--- src/rtl/serial_pattern_feeder.sv ---
// serial_pattern_feeder: valid/ready word loader that serialises words one
// bit per clock toward the '1101' detector, with a one-word hold buffer.
//
// Ports:
//   clk, rst           rising-edge clock, synchronous active-high reset
//   load_valid/ready   word handshake (ready is registers-only, never valid)
//   load_data          word to serialise, sampled only on a transfer
//   serial_out         registered serial bit, IDLE_BIT when no word shifts
//   serial_active      serial_out carries a data bit this cycle
//   word_done          pulse while the last bit of a word is on serial_out
module serial_pattern_feeder #(
   parameter int DATA_WIDTH = 8,
   parameter bit MSB_FIRST  = 1'b1,
   parameter bit IDLE_BIT   = 1'b0
) (
   input  logic                  clk,
   input  logic                  rst,
   input  logic                  load_valid,
   input  logic [DATA_WIDTH-1:0] load_data,
   output logic                  load_ready,
   output logic                  serial_out,
   output logic                  serial_active,
   output logic                  word_done
);

   localparam int DW = DATA_WIDTH;
   localparam int CW = $clog2(DATA_WIDTH);
   localparam logic [CW-1:0] LAST = CW'(DATA_WIDTH - 1);

   typedef enum logic {
      S_IDLE,
      S_SHIFT
   } state_t;

   state_t          r_state;
   state_t          w_state_nxt;
   logic [DW-1:0]   r_shift;
   logic [DW-1:0]   w_shift_nxt;
   logic [DW-1:0]   r_hold;
   logic [DW-1:0]   w_hold_nxt;
   logic            r_hold_full;
   logic            w_hold_full_nxt;
   logic [CW-1:0]   r_cnt;
   logic [CW-1:0]   w_cnt_nxt;
   logic            r_sout;
   logic            r_active;
   logic            r_done;
   logic            w_sout_nxt;
   logic            w_active_nxt;
   logic            w_done_nxt;
   logic            w_xfer;
   logic            w_last;
   logic [DW-1:0]   w_shifted;

   assign load_ready    = ~rst & ~r_hold_full;
   assign w_xfer        = load_valid & load_ready;
   assign w_last        = (r_cnt == LAST);
   assign serial_out    = r_sout;
   assign serial_active = r_active;
   assign word_done     = r_done;

   // The bit on the line always sits at the "first" end of r_shift.
   assign w_shifted = MSB_FIRST ? {r_shift[DW-2:0], 1'b0}
                                : {1'b0, r_shift[DW-1:1]};

   function automatic logic first_bit(input logic [DW-1:0] w);
      return MSB_FIRST ? w[DW-1] : w[0];
   endfunction

   always_comb begin
      w_state_nxt     = r_state;
      w_shift_nxt     = r_shift;
      w_hold_nxt      = r_hold;
      w_hold_full_nxt = r_hold_full;
      w_cnt_nxt       = r_cnt;
      case (r_state)
         S_IDLE: begin
            if (w_xfer) begin
               w_shift_nxt = load_data;
               w_cnt_nxt   = '0;
               w_state_nxt = S_SHIFT;
            end
         end
         S_SHIFT: begin
            if (w_last) begin
               w_cnt_nxt = '0;
               // ready is low while the hold buffer is full, so a held
               // word and a new transfer never compete here
               if (r_hold_full) begin
                  w_shift_nxt     = r_hold;
                  w_hold_full_nxt = 1'b0;
               end else if (w_xfer) begin
                  w_shift_nxt = load_data;
               end else begin
                  w_state_nxt = S_IDLE;
               end
            end else begin
               w_shift_nxt = w_shifted;
               w_cnt_nxt   = r_cnt + CW'(1);
               if (w_xfer) begin
                  w_hold_nxt      = load_data;
                  w_hold_full_nxt = 1'b1;
               end
            end
         end
         default: w_state_nxt = S_IDLE;
      endcase
      // Outputs are precomputed so the line is driven straight from flops.
      w_active_nxt = (w_state_nxt == S_SHIFT);
      w_sout_nxt   = w_active_nxt ? first_bit(w_shift_nxt) : IDLE_BIT;
      w_done_nxt   = w_active_nxt & (w_cnt_nxt == LAST);
   end

   always_ff @(posedge clk) begin
      if (rst) begin
         r_state     <= S_IDLE;
         r_shift     <= '0;
         r_hold      <= '0;
         r_hold_full <= 1'b0;
         r_cnt       <= '0;
         r_sout      <= IDLE_BIT;
         r_active    <= 1'b0;
         r_done      <= 1'b0;
      end else begin
         r_state     <= w_state_nxt;
         r_shift     <= w_shift_nxt;
         r_hold      <= w_hold_nxt;
         r_hold_full <= w_hold_full_nxt;
         r_cnt       <= w_cnt_nxt;
         r_sout      <= w_sout_nxt;
         r_active    <= w_active_nxt;
         r_done      <= w_done_nxt;
      end
   end

endmodule

--- config.mk ---
export PLATFORM = sky130hd
export DESIGN_NAME = serial_pattern_feeder
export DESIGN_NICKNAME = d
export VERILOG_FILES = /design/src/rtl/serial_pattern_feeder.sv
export SDC_FILE = /design/constraint.sdc
export NUM_CORES = 1
export LEC_CHECK = 0
export CAP_MARGIN = 20
export CORE_MARGIN = 3
export CORE_UTILIZATION = 54
export CTS_BUF_LIST = sky130_fd_sc_hd__clkbuf_4 sky130_fd_sc_hd__clkbuf_8
export CTS_CLUSTER_DIAMETER = 150
export CTS_CLUSTER_SIZE = 16
export DETAILED_ROUTE_END_ITERATION = 6
export PLACE_DENSITY = 0.84
export SYNTH_ARGS = -nofsm -noshare
export SYNTH_HDL_FRONTEND = slang
export SYNTH_SLANG_ARGS = --single-unit
export TNS_END_PERCENT = 20
--- constraint.sdc ---
create_clock -name clk -period 1.9 [get_ports clk]
set_input_delay 0.285 -clock clk [delete_from_list [all_inputs] [get_ports clk]]
set_output_delay 0.285 -clock clk [all_outputs]
set_load 0.01 [all_outputs]
# --- Yosys cells after proc, flatten, opt, wreduce, memory -nomap -nowiden ---
# Cells that the tools add are included.
word_totals:
  regBits: 23
  input_bits: 11
  output_inout_bits: 4
  elab_cells: 35
op_classes:
  n_addsub: 1
  eq_ne: 2
  muxes: 13
  bitwise: 8
  reduce_logical: 4
ops:
  columns: ["operator", "count"]
  rows:
  - ["8-bit two-way mux", 3]
  - ["8-bit one-hot mux with 2 select lines", 1]
  - ["3-bit equality test (second input constant)", 2]
  - ["3-bit two-way mux", 2]
  - ["3-bit one-hot mux with 2 select lines", 1]
  - ["1-bit two-way mux", 5]
  - ["1-bit NOT", 5]
  - ["3-bit by 1-bit adder with 3-bit output (second input constant)", 1]
  - ["1-bit AND", 3]
  - ["3-bit AND reduction", 1]
  - ["1-bit one-hot mux with 2 select lines", 1]
  - ["2-bit AND reduction", 1]
  - ["2-bit nonzero test", 1]
  - ["2-bit OR reduction", 1]

# --- Depth between registers and ports, before layout ---
# Gate-level depths: netlist of the first run.
depth:
  depth_word: 9
  mapped_depth: 7
  depth_no_buf: 5

# --- Least setup slack after synthesis of the first run ---
# Ideal clock, no wire load.
synth_path:
  kind: "register -> register"
  start: "register r_cnt[0]"
  end: "register r_done, in the netlist word_done"
  setup_ns: 0.086
  arrival_ns: 1.437
  t_required_ns: 1.814
  path_slack_ns: 0.378
  stages_incl_launch_ff: 8
  n_path_buf: 2
  synth_period_minus_slack_ns: 1.522
  cell_sequence: "dfxtp_1 -> ha_1 -> ha_1 -> buf_2 -> nor2b_1 -> clkbuf_1 -> nand3b_1 -> a211oi_1"
synth_via:
  elab_chain_cells: 5
  elab_cells_between_ends: 9
  classes_between: "add/sub: 1; eq/ne: 2; mux: 5; bitwise: 1"
synth_rtl:
  columns: ["element", "line", "source"]
  rows:
  - ["from (decl)", "43", "logic [CW-1:0] r_cnt;"]
  - ["from (signal assigned)", "129", "r_cnt <= w_cnt_nxt;"]
  - ["3-bit by 1-bit adder with 3-bit output / 3-bit equality test (equally long branches)", "99, 57", null]
  - ["3-bit two-way mux", "85", "if (w_last) begin"]
  - ["3-bit one-hot mux with 2 select lines", "76", "case (r_state)"]
  - ["3-bit equality test", "111", "w_done_nxt = w_active_nxt & (w_cnt_nxt == LAST);"]
  - ["1-bit AND *", "111", null]
  - ["to (signal assigned)", "132", "r_done <= w_done_nxt;"]
  - ["to (decl)", "47", "logic r_done;"]
# Mark *: on every way between the ends. The rest lies on a longest branch, timed or not.
# A chain may end at the register's enable or synchronous reset.

# --- Worst setup path in the final report of the first run ---
layout_path:
  start: "register r_hold_full"
  end: "output load_ready"
layout_via:
  elab_chain_cells: 2
layout_rtl:
  columns: ["element", "line", "source"]
  rows:
  - ["from (decl)", "41", "logic r_hold_full;"]
  - ["from (signal assigned)", "128", "r_hold_full <= w_hold_full_nxt;"]
  - ["1-bit NOT", "55", "assign load_ready = ~rst & ~r_hold_full;"]
  - ["1-bit AND", "55", null]
  - ["to (decl)", "20", "output logic load_ready,"]
# Every way passes these cells.

==> metrics.yaml, run 1 <==
layout:
  fill_cells: 150
  areaGrowthSynthToFinish_pct: 22.4
  seqCellArea_um2: 440
  final_nets: 145
  multi_input_area_um2: 541
  drive_gt1_share_pct: 11.5
  antenna_cells: 0
clock_tree:
  postCtsSetupBuffers: 0
  cts_root_buf: "clkbuf_4"
  cts_sinks: 22
  clock_latency_ps: 310
  cts_resized: 0
  cts_buffers: 3
  cts_tree: "yes"
  path_clk_slew_ps: 130
  htreeDepth: 1
  clockBufferDepth: 2
  hold_buffers: 0
floorplanning:
  die_y_um: 49.9
  core_area_mm2: 0.00176
  start_util_pct: 58.9
  die_w_um: 49.9
  dieArea_mm2: 0.00249
  ios: 15
  fp-row-count: 15
sta:
  worstMarginPinSlew_ps: 436
  finClkSkew_ps: 5.53
  slew_viol_final: 0
  final_hold_viol_count: 0
  worst_slack_ps: 117
  fin_crit_ps: 1780
  period_share_pct: 93.8
  max_freq_mhz: 561
  grt_setup_unrepaired: "no"
  setup-violations-final: 0
  hold_ws_ps: 480
  slew_headroom_pct: 70.9
critical_path:
  required_ps: 1620
  crit_arrival_ps: 1500
  path_buf_inv: 2
  crit_fanout: 13
  crit_family: "buffers and inverters"
  cpPeakStageDelay_ps: 560
  critPathCaptureType: "output pin"
  cp-start-kind: "flip-flop"
  crit_type: "reg2out"
  crit_path_top_delay_cell: "clkdlybuf4s50_1"
  path_cells: "buf_4 > nor2_1 > clkdlybuf4s50_1"
power_and_ir_drop:
  power.internal_w: 0.000795
  clkPwrFrac_pct: 34.3
  power.share.switching_pct: 24.8
  combinationalPowerShare_pct: 17.9
  cellLeakagePower_nw: 0.484
  netSwitchingPower_w: 0.000262
  vdd_drop_max_mv: 0.502
  p_per_area_mw_per_mm2: 831
  p_total_w: 0.00106
  seqPwrFrac_pct: 47.9
drt:
  viasPerCell: 6.09
  num_vias: 950
  wire_per_inst_um: 15.8
  ant_nets: 0
  routed_wl_mm: 2.46
  drtIter0Drc: 10
  first_pass_iters: 4
  drc: 0
flow_run:
  maxCapViolations: 0
synthesis:
  yosys-mux-area-fraction_pct: 7.22
  yosysMostFrequentCell: "dfxtp_1"
  syn_inst: 115
  synth-compound-area-share_pct: 21.9
  synth-xor-area-share_pct: 0
  ys_ff_latch: 22
  synthAdderAreaFrac_pct: 2.41
  yosysSeqAreaShare_pct: 42.4
  syn_nets: 128
  synth_commonest_cells: "dfxtp_1 (22), o21ai_0 (14), a21oi_1 (13)"
  synth_top_family_by_area: "compound AO/OA/AOI/OAI gates"
  ys_types: 24
  synth_top_area_share_pct: 42.4
  ys_top_cells_by_area: "dfxtp_1 (42%), nand3b_1 (7.2%), o21ai_0 (6.7%), a21oi_1 (6.3%), mux2i_1 (5.8%)"
  synth_edf_count: 0
  yosys.area_share.simple_pct: 20.5
  async_flop_share_pct: 0
  syn-cell-area_mm2: 0.00104
  synth_ff_type: "dfxtp_1"
  synth_warnings: 0
  synth_top_cell_by_area: "dfxtp_1"
  synth.avg_cell_area_um2: 9.04
global_route:
  grt_max_degree: 24
  grt_pass1_vias: 938
  grt_pass1_wl_mm: 4.17
  grt_usage_pct: 21.2
  grt-ovfl-total: 0
  antenna_found_initial: 0
placement:
  pre_cts_ws_ps: -13.4
  place_congestion: 0.802
  port_buffers: 14
  dp_hpwl_mm: 1.67
run_status:
  status: "complete, no violations"
hold_path:
  min_path_type: "reg2reg"
-- power groups by stage --
stage	logic, W	registers (W)	clock network [W]
finish	0.000189	0.000506	0.000362
CTS	0.000187	0.000506	0.000363
floorplan	0.000111	0.000516	0
detailed placement	0.000185	0.000516	0
global route	0.000203	0.000510	0.000379
global placement	0.000179	0.000515	0
-- state kept, by name (all words and copies together), names as in the netlist --
register,count
r_cnt,3
serial_active,1
r_hold,8
word_done,1
r_hold_full,1
r_shift,7
serial_out,1
-- worst register-to-register path, stage by stage, from the launching register on --
cell and delay [ps]:
dfxtp_1 360, ha_1 200, ha_1 340, nand2b_1 200, nand2_1 190, a221oi_1 340
-- through the flow --
step / setup TNS (ps) / util, % / instance area, um^2 / std cells
5_1_grt: 0 / 72.1 / 1270 / 156
6_report: 0 / 72.1 / 1270 / 156
3_3_place_gp: 0 / 69.1 / 1220 / 152
4_1_cts: 0 / 72.1 / 1270 / 156
3_5_place_dp: -13.4 / 69.1 / 1220 / 152
2_1_floorplan: 0 / - / 1040 / 115
-- placed cells by master (no fill, tap or decap) --
cell type,instances
nor2b_1,2
o21ai_0,14
mux2_4,1
clkbuf_4,3
nand3_1,8
nor2_1,3
nand2b_1,3
nor3b_2,1
nand3b_1,10
mux2i_1,6
buf_4,9
dfxtp_1,22
a21oi_1,13
o21a_1,1
nand2_1,5
or3b_1,1
nand4_1,1
and3b_1,1
ha_1,2
a211oi_1,2
clkdlybuf4s50_1,14
a221oi_1,6
bufinv_16,1
o2bb2ai_1,1
a2bb2oi_1,1
-- cells by family (layout without fill, tap and decap cells) --
family / count (synthesis) / after routing
flip-flops: 22 / 22
buffers and inverters: 11 / 27
multiplexers: 7 / 7
AO/OA/AOI/OAI: 38 / 38
adder cells (fa/ha/maj): 2 / 2
AND/OR/NAND/NOR: 35 / 35
-- final cells by class --
type	instances	share of cell area, %
flip-flops and latches	22	34.6
multi-input cells	82	42.5
clock inverters	1	2.36
repair buffers	23	16.3
clock buffers	3	1.77
well taps	25	2.46
-- routing by layer --
| metal | routed length [um] | track usage [%] |
|---|---|---|
| met5 | 0 | 0 |
| met4 | 42 | 7.83 |
| met3 | 159 | 3.93 |
| met2 | 1170 | 37.9 |
| met1 | 1090 | 24.9 |
-- worst paths after layout --
path               start         end  slack, ps  cells past startpoint
max reg2reg     r_cnt[0]  r_shift[1]        180                      5
min reg2reg    r_hold[1]   r_hold[1]        480                      2
max          r_hold_full  load_ready        120                      3
min            r_hold[1]   r_hold[1]        480                      2
Note: power is estimated with default switching activity, not from simulation.
==> inputs of run 2 (changes only) <==
--- a/config.mk
+++ b/config.mk
@@ -6,6 +6,7 @@
 export NUM_CORES = 1
 export LEC_CHECK = 0
 export CAP_MARGIN = 20
+export CORE_ASPECT_RATIO = 1.4
 export CORE_MARGIN = 3
 export CORE_UTILIZATION = 54
 export CTS_BUF_LIST = sky130_fd_sc_hd__clkbuf_4 sky130_fd_sc_hd__clkbuf_8
==> run 2 against run 1 <==
  * Via count grew 5.1%
  * Highest routed layer unchanged
  * Critical path type unchanged
  * Sequential cell count is the same
  * Largest power group unchanged
  * Register-to-register slack lost 30 ps
==> metrics.yaml, run 2 (synthesized netlist as in run 1, its figures left out) <==
sta:
  max_freq_mhz: 555  # -1.0%
  setup-violations-final: 0  # unchanged
  tns_ps: 0  # unchanged
  finClkSkew_ps: 9.66  # +4.13 ps
  grt_setup_unrepaired: "no"
  slew_viol_final: 0  # unchanged
  hold_ws_ps: 479  # -0.804 ps
  fin_crit_ps: 1800  # +17.9 ps
  worstMarginPinSlew_ps: 377  # -59.9 ps
  slew_headroom_pct: 74.9  # +4.0 points
  final_hold_viol_count: 0  # unchanged
  period_share_pct: 94.8  # +0.94 points
clock_tree:
  cts_tree: "yes"
  path_clk_slew_ps: 130  # about the same
  hold_buffers: 0  # unchanged
  cts_buffers: 3  # unchanged
  postCtsSetupBuffers: 0  # unchanged
  cts_root_buf: "clkbuf_4"
  clockBufferDepth: 2  # unchanged
  htreeDepth: 1  # unchanged
  clock_latency_ps: 320  # about the same
  cts_sinks: 22  # unchanged
  cts_resized: 0  # unchanged
layout:
  fin_area_mm2: 0.00128  # +0.98%
  final_util_pct: 71.3  # -0.81 points
  final_cell_mix: "dfxtp_1 (22), o21ai_0 (14), clkdlybuf4s50_1 (14), a21oi_1 (13), buf_4 (11)"
  reg_top3: "r_hold x8, r_shift x7, r_cnt x3"
  largest_reg_flops: 8  # unchanged
  final_nets: 148  # +2.1%
  drive_gt1_share_pct: 13.4  # +2.0 points
  mostFrequentLayoutCell: "dfxtp_1"
  antenna_cells: 0  # unchanged
  areaGrowthSynthToFinish_pct: 23.6
  regMostFlops: "r_hold"
critical_path:
  rr_worst_depth: 5  # unchanged
  crit_fanout: 13  # unchanged
  required_ps: 1620  # about the same
  r2r_end: "r_hold[4]"
  crit_arrival_ps: 1520  # +20 ps
  r2r_slack_ps: 150  # -30 ps
  cp-start-kind: "flip-flop"
  critPathCaptureType: "output pin"
  reg2reg_from: "r_cnt[0]"
  crit_type: "reg2out"
drt:
  routed_wl_mm: 2.54  # +3.2%
  first_pass_iters: 4  # unchanged
  viasPerCell: 6.48  # +6.4%
  num_vias: 998  # +5.1%
  ant_nets: 0  # unchanged
  wire_per_inst_um: 16.5  # +4.5%
  drc: 0  # unchanged
  drtIter0Drc: 33  # +23
floorplanning:
  start_util_pct: 57.7  # -1.2 points
  dieArea_mm2: 0.00250  # +0.30%
  die_w_um: 43.1  # -14%
  fp-row-count: 18  # +3
  ios: 15  # unchanged
  core_area_mm2: 0.00180  # +2.1%
  die_y_um: 57.9  # +16%
placement:
  dp_hpwl_mm: 1.72  # +2.9%
  place_congestion: 0.774  # -3.5%
  dpl_cell_area_mm2: 0.00125  # +2.4%
  port_buffers: 14  # unchanged
global_route:
  grt_pass1_wl_mm: 4.61  # +11%
  grt_usage_pct: 24.0  # +2.7 points
  grt_pass1_vias: 999  # +6.5%
  antenna_found_initial: 0  # unchanged
  grt-ovfl-total: 0  # unchanged
  grt_max_degree: 24  # unchanged
hold_path:
  min_path_cells: 2  # unchanged
  hold_end: "r_hold[6]"
  worstHoldStart: "r_hold[6]"
  min_path_type: "reg2reg"
power_and_ir_drop:
  vdd_drop_max_mv: 0.483  # -3.6%
  cellLeakagePower_nw: 0.498  # +2.9%
  p_per_area_mw_per_mm2: 754  # -9.3%
run_status:
  status: "complete, no violations"
flow_run:
  maxCapViolations: 0  # unchanged
-- run 2: cell count changes in the layout (fill, tap and decap cells not counted), sizes merged --
cell    delta
buf        +3
bufinv     -1
clkbuf     +1
-- run 2: metrics by stage --
| step | setup slack (ps) | std cells | power [W] |
|---|---|---|---|
| CTS | 100 | 154 | 0.000969 |
| detailed placement | 26.1 | 150 | 0.000711 |
| global placement | 66.7 | 150 | 0.000703 |
| floorplan | 378 | 115 | 0.000627 |
| finish | 99.1 | 154 | 0.000969 |
| global route | 11.1 | 154 | 0.00101 |
-- run 2: worst max-delay path by stage --
stage / slack [ps] / cells after the start / start / to
6_report: 100 / 3 / r_hold_full / load_ready
5_1_grt: 10 / 3 / r_hold_full / load_ready
4_1_cts: 100 / 3 / r_hold_full / load_ready
3_5_place_dp: 30 / 5 / load_valid / r_shift[2]
3_3_place_gp: 70 / 4 / rst / load_ready
2_1_floorplan: 380 / 7 / r_cnt[0] / word_done
-- run 2: where the power goes --
| group | internal (W) | switching [W] |
|---|---|---|
| Clock | 0.000117 | 0.000146 |
| Combinational | 0.0000965 | 0.0000945 |
| Sequential | 0.000492 | 0.0000229 |
| Total | 0.000705 | 0.000263 |
-- run 2: cell type report --
| type | instances | area (um^2) |
|---|---|---|
| Clock buffer | 4 | 36.3 |
| Fill cell | 144 | 517 |
| Tap cell | 20 | 25.0 |
| Sequential cell | 22 | 440 |
| Timing Repair Buffer | 26 | 243 |
| Multi-Input combinational cell | 82 | 541 |
-- run 2: critical path, cell delays in order (launching register included) --
cell	delay [ps]
dfxtp_1	340
buf_4	180
nor2_1	130
clkdlybuf4s50_1	550
-- run 2: per-layer routing --
| metal | part of all wire, % | vias to the layer above | GRT usage, % |
|---|---|---|---|
| met5 | 0 | - | 0 |
| met4 | 2.3 | 0 | 12.5 |
| met3 | 5.9 | 8 | 3.42 |
| met2 | 48 | 48 | 37.6 |
| met1 | 43 | 483 | 31.5 |
| li1 | - | 459 | - |
==> inputs of run 3 (changes only) <==
--- a/config.mk
+++ b/config.mk
@@ -5,9 +5,7 @@
 export SDC_FILE = /design/constraint.sdc
 export NUM_CORES = 1
 export LEC_CHECK = 0
-export CAP_MARGIN = 20
 export CORE_ASPECT_RATIO = 1.4
-export CORE_MARGIN = 3
 export CORE_UTILIZATION = 54
 export CTS_BUF_LIST = sky130_fd_sc_hd__clkbuf_4 sky130_fd_sc_hd__clkbuf_8
 export CTS_CLUSTER_DIAMETER = 150
==> run 3 against run 2 <==
  * Global-route usage grew 1.7 points
  * Clock power shrank 4%
  * Hold slack better by 8.5 ps
  * Clock skew is 6.5 ps lower
  * Combinational power hardly changed
  * Sequential power fell by 1%
  * Power is 2.3% lower
  * Critical endpoint unchanged
  * Die area is 16% lower
  * Setup slack improved by 160 ps
  * Highest routed layer unchanged
  * Critical path depth unchanged
==> metrics.yaml, run 3 (synthesized netlist as in run 1, its figures left out) <==
run_status:
  status: "complete, no violations"
floorplanning:
  dieArea_mm2: 0.00211  # -16%
  core_area_mm2: 0.00178  # -1.2%
  die_y_um: 53.9  # -6.9%
  fp-row-count: 18  # unchanged
  die_w_um: 39.1  # -9.3%
  ios: 15  # unchanged
  start_util_pct: 58.4  # +0.73 points
clock_tree:
  htreeDepth: 1  # unchanged
  cts_buffers: 3  # unchanged
  clock_latency_ps: 300  # -20 ps
  clockBufferDepth: 2  # unchanged
  cts_sinks: 22  # unchanged
  cts_root_buf: "clkbuf_4"
  cts_tree: "yes"
  postCtsSetupBuffers: 0  # unchanged
  path_clk_slew_ps: 120  # about the same
drt:
  viasPerCell: 6.13  # -5.4%
  wire_per_inst_um: 15.2  # -7.7%
  first_pass_iters: 4  # unchanged
  drtIter0Drc: 31  # -6.1%
  drc: 0  # unchanged
  ant_nets: 0  # unchanged
  routed_wl_mm: 2.30  # -9.5%
  num_vias: 926  # -7.2%
layout:
  fin_area_mm2: 0.00126  # -1.6%
  antenna_cells: 0  # unchanged
  instances_no_fill: 151  # -1.9%
  drive_gt1_share_pct: 12.2  # -1.2 points
  reg_top3: "r_hold x8, r_shift x7, r_cnt x3"
  fill_cells: 142  # -1.4%
  mostFrequentLayoutCell: "dfxtp_1"
  final_nets: 145  # -2.0%
  seqCellArea_um2: 440  # unchanged
  largest_reg_flops: 8  # unchanged
  multi_input_area_um2: 543  # +0.46%
  regMostFlops: "r_hold"
  areaGrowthSynthToFinish_pct: 21.7
  final_cell_mix: "dfxtp_1 (22), o21ai_0 (14), clkdlybuf4s50_1 (14), a21oi_1 (13), nand3b_1 (10)"
sta:
  grt_setup_unrepaired: "no"
  setup-violations-final: 0  # unchanged
  fin_crit_ps: 1640  # -161 ps
  period_share_pct: 86.3  # -8.5 points
  slew_headroom_pct: 80.1  # +5.2 points
  slew_viol_final: 0  # unchanged
  worstMarginPinSlew_ps: 299  # -77.6 ps
  finClkSkew_ps: 3.20  # -6.46 ps
  tns_ps: 0  # unchanged
  max_freq_mhz: 610  # +9.8%
  final_hold_viol_count: 0  # unchanged
critical_path:
  crit_type: "in2out"
  critPathCaptureType: "output pin"
  crit_fanout: 3  # -10
  crit_arrival_ps: 1360  # -160 ps
  cp-start-kind: "input pin"
  required_ps: 1620  # about the same
global_route:
  grt_pass1_vias: 876  # -12%
  grt_usage_pct: 25.7  # +1.7 points
  grt-ovfl-total: 0  # unchanged
  grt_max_degree: 24  # unchanged
  grt_pass1_wl_mm: 3.82  # -17%
  antenna_found_initial: 0  # unchanged
power_and_ir_drop:
  vdd_drop_max_mv: 0.538  # +11%
  p_per_area_mw_per_mm2: 748  # -0.72%
  cellLeakagePower_nw: 0.479  # -3.7%
placement:
  place_congestion: 0.764  # -1.3%
  dp_hpwl_mm: 1.62  # -5.8%
  dp_cells: 147  # -2.0%
  port_buffers: 14  # unchanged
  dpl_cell_area_mm2: 0.00123  # -1.8%
hold_path:
  min_path_type: "reg2reg"
flow_run:
  maxCapViolations: 0  # unchanged
run 3: critical path, stage by stage:
cell,delay [ps]
clkdlybuf4s50_1,440
nor2_1,100
clkdlybuf4s50_1,540
run 3: path summary, 6_finish.rpt:
| path | start | endpoint | slack (ps) | cells after the start |
|---|---|---|---|---|
| max | rst | load_ready | 260 | 3 |
| min | r_hold[5] | r_hold[5] | 490 | 2 |
| max reg2reg | r_cnt[0] | r_shift[4] | 320 | 5 |
| min reg2reg | r_hold[5] | r_hold[5] | 490 | 2 |
run 3: repair_timing:
| action | CTS | global route |
|---|---|---|
| hold buffers | 0 | 0 |
| setup endpoints to repair | 0 | 3 |
| gates resized for setup | 0 | 1 |
run 3: report_power, final:
group / internal, W / total [W] / switching, W
clock: 0.000117 / 0.000252 / 0.000135
sequential: 0.000491 / 0.000507 / 0.0000154
combinational: 0.0000939 / 0.000188 / 0.0000943
run 3: final cells by class:
| cell class | instances | share of cell area (%) |
|---|---|---|
| timing repair buffer | 23 | 17.4 |
| sequential | 22 | 34.8 |
| tap | 20 | 1.98 |
| clock buffer | 4 | 2.87 |
| multi-input combinational | 82 | 42.9 |
run 3: metrics by stage:
| stage | total power (W) | setup slack (ps) | hold WS (ps) | utilization [%] |
|---|---|---|---|---|
| after floorplan | 0.000627 | 378 | 421 | - |
| after global placement | 0.000697 | 86.8 | 458 | 68.9 |
| after detailed placement | 0.000704 | 18.5 | 472 | 68.9 |
| after CTS | 0.000951 | 170 | 489 | 71.0 |
| after global routing | 0.000990 | 139 | 507 | 71.1 |
| final | 0.000947 | 260 | 487 | 71.1 |
run 3: metal layers:
metal	track usage, %	share of wire [%]
met5	0	0
met4	6.90	0.61
met3	2.48	4.0
met2	45.8	54
met1	32.1	41
==> variant: new RTL, flow settings as in run 2 <==
Make the reset (`rst`) asynchronous in one clocked block. Comments in the files are not updated.
--- a/src/rtl/serial_pattern_feeder.sv
+++ b/src/rtl/serial_pattern_feeder.sv
@@ -112,5 +112,5 @@
    end
 
-   always_ff @(posedge clk) begin
+   always_ff @(posedge clk or posedge rst) begin
       if (rst) begin
          r_state     <= S_IDLE;
Formal check against the unedited RTL: differs if rst is asserted again (counterexample within 4 cycles, from zero or initial values and one cycle with rst high); with rst held inactive, the same outputs for 10 cycles.
==> variant against run 2 <==
Worst setup slack gained 0.010 ns. Critical path depth shrank 2. Hold slack lost 0.031 ns. Final area shrank 5.0%. Sequential cell count is the same. Final cell count shrank 15%. Routed wire length shrank 13%. Synthesized area shrank 2.0%. Register-to-register slack gained 0.08 ns. Critical path type unchanged.
Power is not compared: it rests on default switching activity, and its combinational part moved more than twofold at a synthesized area within 25%.
==> variant: results (changes against run 2) <==
- Status: finished clean
- R2R cell count: 5 (unchanged)
- Placed wire-length estimate: 1507 µm (-12%)
- Biggest regs: r_hold: 8 flops, r_shift: 7 flops, r_cnt: 3 flops
- CTS H-tree lvls: 1 (unchanged)
- Largest net degree at the start of global routing: 23 (-4.2%)
- Reg-to-reg setup timing slack: 0.23 ns (+0.08 ns)
- Vias in the first global route: 897 (-10%)
- Post_cts resized: 0 (unchanged)
- Worst slew pin tran: 0.5121 ns (+0.1355 ns)
- Port Buffers: 14 (unchanged)
- Hold Crit Class: primary input to async pin
- Layout Nets: 127 (-14%)
- WHS: 0.4478 ns (-0.03106 ns)
- GRT Total Usage: 20.27% (-3.7 points)
- Antenna diode count: 0 (unchanged)
- Post-Route Skew: 0.005082 ns (-0.004574 ns)
- Clock transition at the registers of the reported paths: 0.11 ns (-0.02 ns)
- Main synth FF type: dfrtp_1
- Filler cell count: 131 (-9.0%)
- Leading cell types by count after synthesis: dfrtp_1 (22), nand2_1 (22), mux2_2 (8), o21ai_0 (7), a32oi_1 (6)
- Reg2reg end: r_hold[7]$_DFFE_PP0P_
- Gpl congestion: 0.8082 (+4.5%)
- CTS max path bufs: 2 (unchanged)
- Worst r2r src: r_cnt[0]$_DFF_PP0_
- Delay-heaviest family, CP: buffers and inverters
- Mapped Nets: 108 (-16%)
- Initial DRC count: 23 (-30%)
- Setup Buffers After CTS: 0 (unchanged)
- Initial antenna violation count: 0 (unchanged)
- Peak VDD IR: approximately 0.00085 V
- Top post-synthesis cells by area: dfrtp_1 (54%), mux2_2 (8.8%), nand2_1 (8.1%), a32oi_1 (5.2%), o21ai_0 (3.4%)
- Post-synthesis cell type count: 23 (-4.2%)
- CTS Root Cell: clkbuf_4
- Total CTS buffers: 3 (unchanged)
- Ys Warns: 0 (unchanged)
- Sequential element share of the synthesized area: 54.05% (+12 points)
- Critical Path Max Stage Delay: 0.61 ns (+0.06 ns)
- Layout cells sized above 1: 16.96% (+3.5 points)
- Total iterations of the first detailed-routing run: 4 (unchanged)
- DR vias: 835 (-16%)
- Routed WL: 2216 µm (-13%)
- Slowest cell on crit path: clkdlybuf4s50_1
- Crit-path max FO: 13 (unchanged)
- First-pass GRT wire length: 3829 µm (-17%)
- Skew-Pair Late Insertion Delay: between 0.3 and 0.4 ns
- Post-synth EDFFs: 0 (unchanged)
- Fraction of registers with async set or reset after synthesis: 100.0% (+100 points)
-- variant: cells by family (layout without fill, tap and decap cells) --
family	count (synthesis)	after routing	share of synthesized area, %
compound gates	22	22	13.76
fa+ha+maj	2	2	2.457
buf+inv	7	24	2.826
flops	22	22	54.05
mux	9	9	9.828
simple gates	33	33	17.08
-- variant: routing by layer --
| layer | GRT usage, % | wire length [µm] | up-vias |
|---|---|---|---|
| met5 | 0 | 0 | - |
| met4 | 13.78 | 64 | 0 |
| met3 | 2.208 | 130 | 10 |
| met2 | 35.62 | 1156 | 44 |
| met1 | 22.20 | 864 | 401 |
| li1 | - | - | 380 |
-- variant: power breakdown --
group          switching, µW  internal (µW)  leakage [µW]
Combinational            393            400      0.000255
Clock                    135           74.2     0.0000138
Sequential               170            702      0.000263
-- variant: worst max path at each step --
stage	endpoint	slack (ns)	start	depth (start not counted)
2_1_floorplan	r_hold[0]$_DFFE_PP0P_	0.35	r_cnt[0]$_DFF_PP0_	5
3_3_place_gp	r_shift[0]$_DFF_PP0_	0.15	rst	4
3_5_place_dp	r_shift[0]$_DFF_PP0_	0.11	rst	4
4_1_cts	serial_active	0.12	serial_active$_DFF_PP0_	1
5_1_grt	serial_active	0.07	serial_active$_DFF_PP0_	1
6_report	serial_active	0.11	serial_active$_DFF_PP0_	1
-- variant: layout make-up --
class	count	area [µm²]	share of cell area (%)
clock buffer	3	22.52	1.844
sequential	22	550.5	45.08
inverter	2	7.507	0.6148
timing repair buffer	19	177.7	14.55
multi-input combinational	66	439.2	35.96
tap	19	23.77	1.947
-- variant: metrics by stage --
step                      instance area, µm²  setup slack, ns  cells
after CTS                               1221           0.1219    131
after global routing                    1221          0.06605    131
after detailed placement                1199           0.1089    128
after global placement                  1199           0.1531    128
after floorplan                         1018           0.3484     95
final                                   1221           0.1095    131
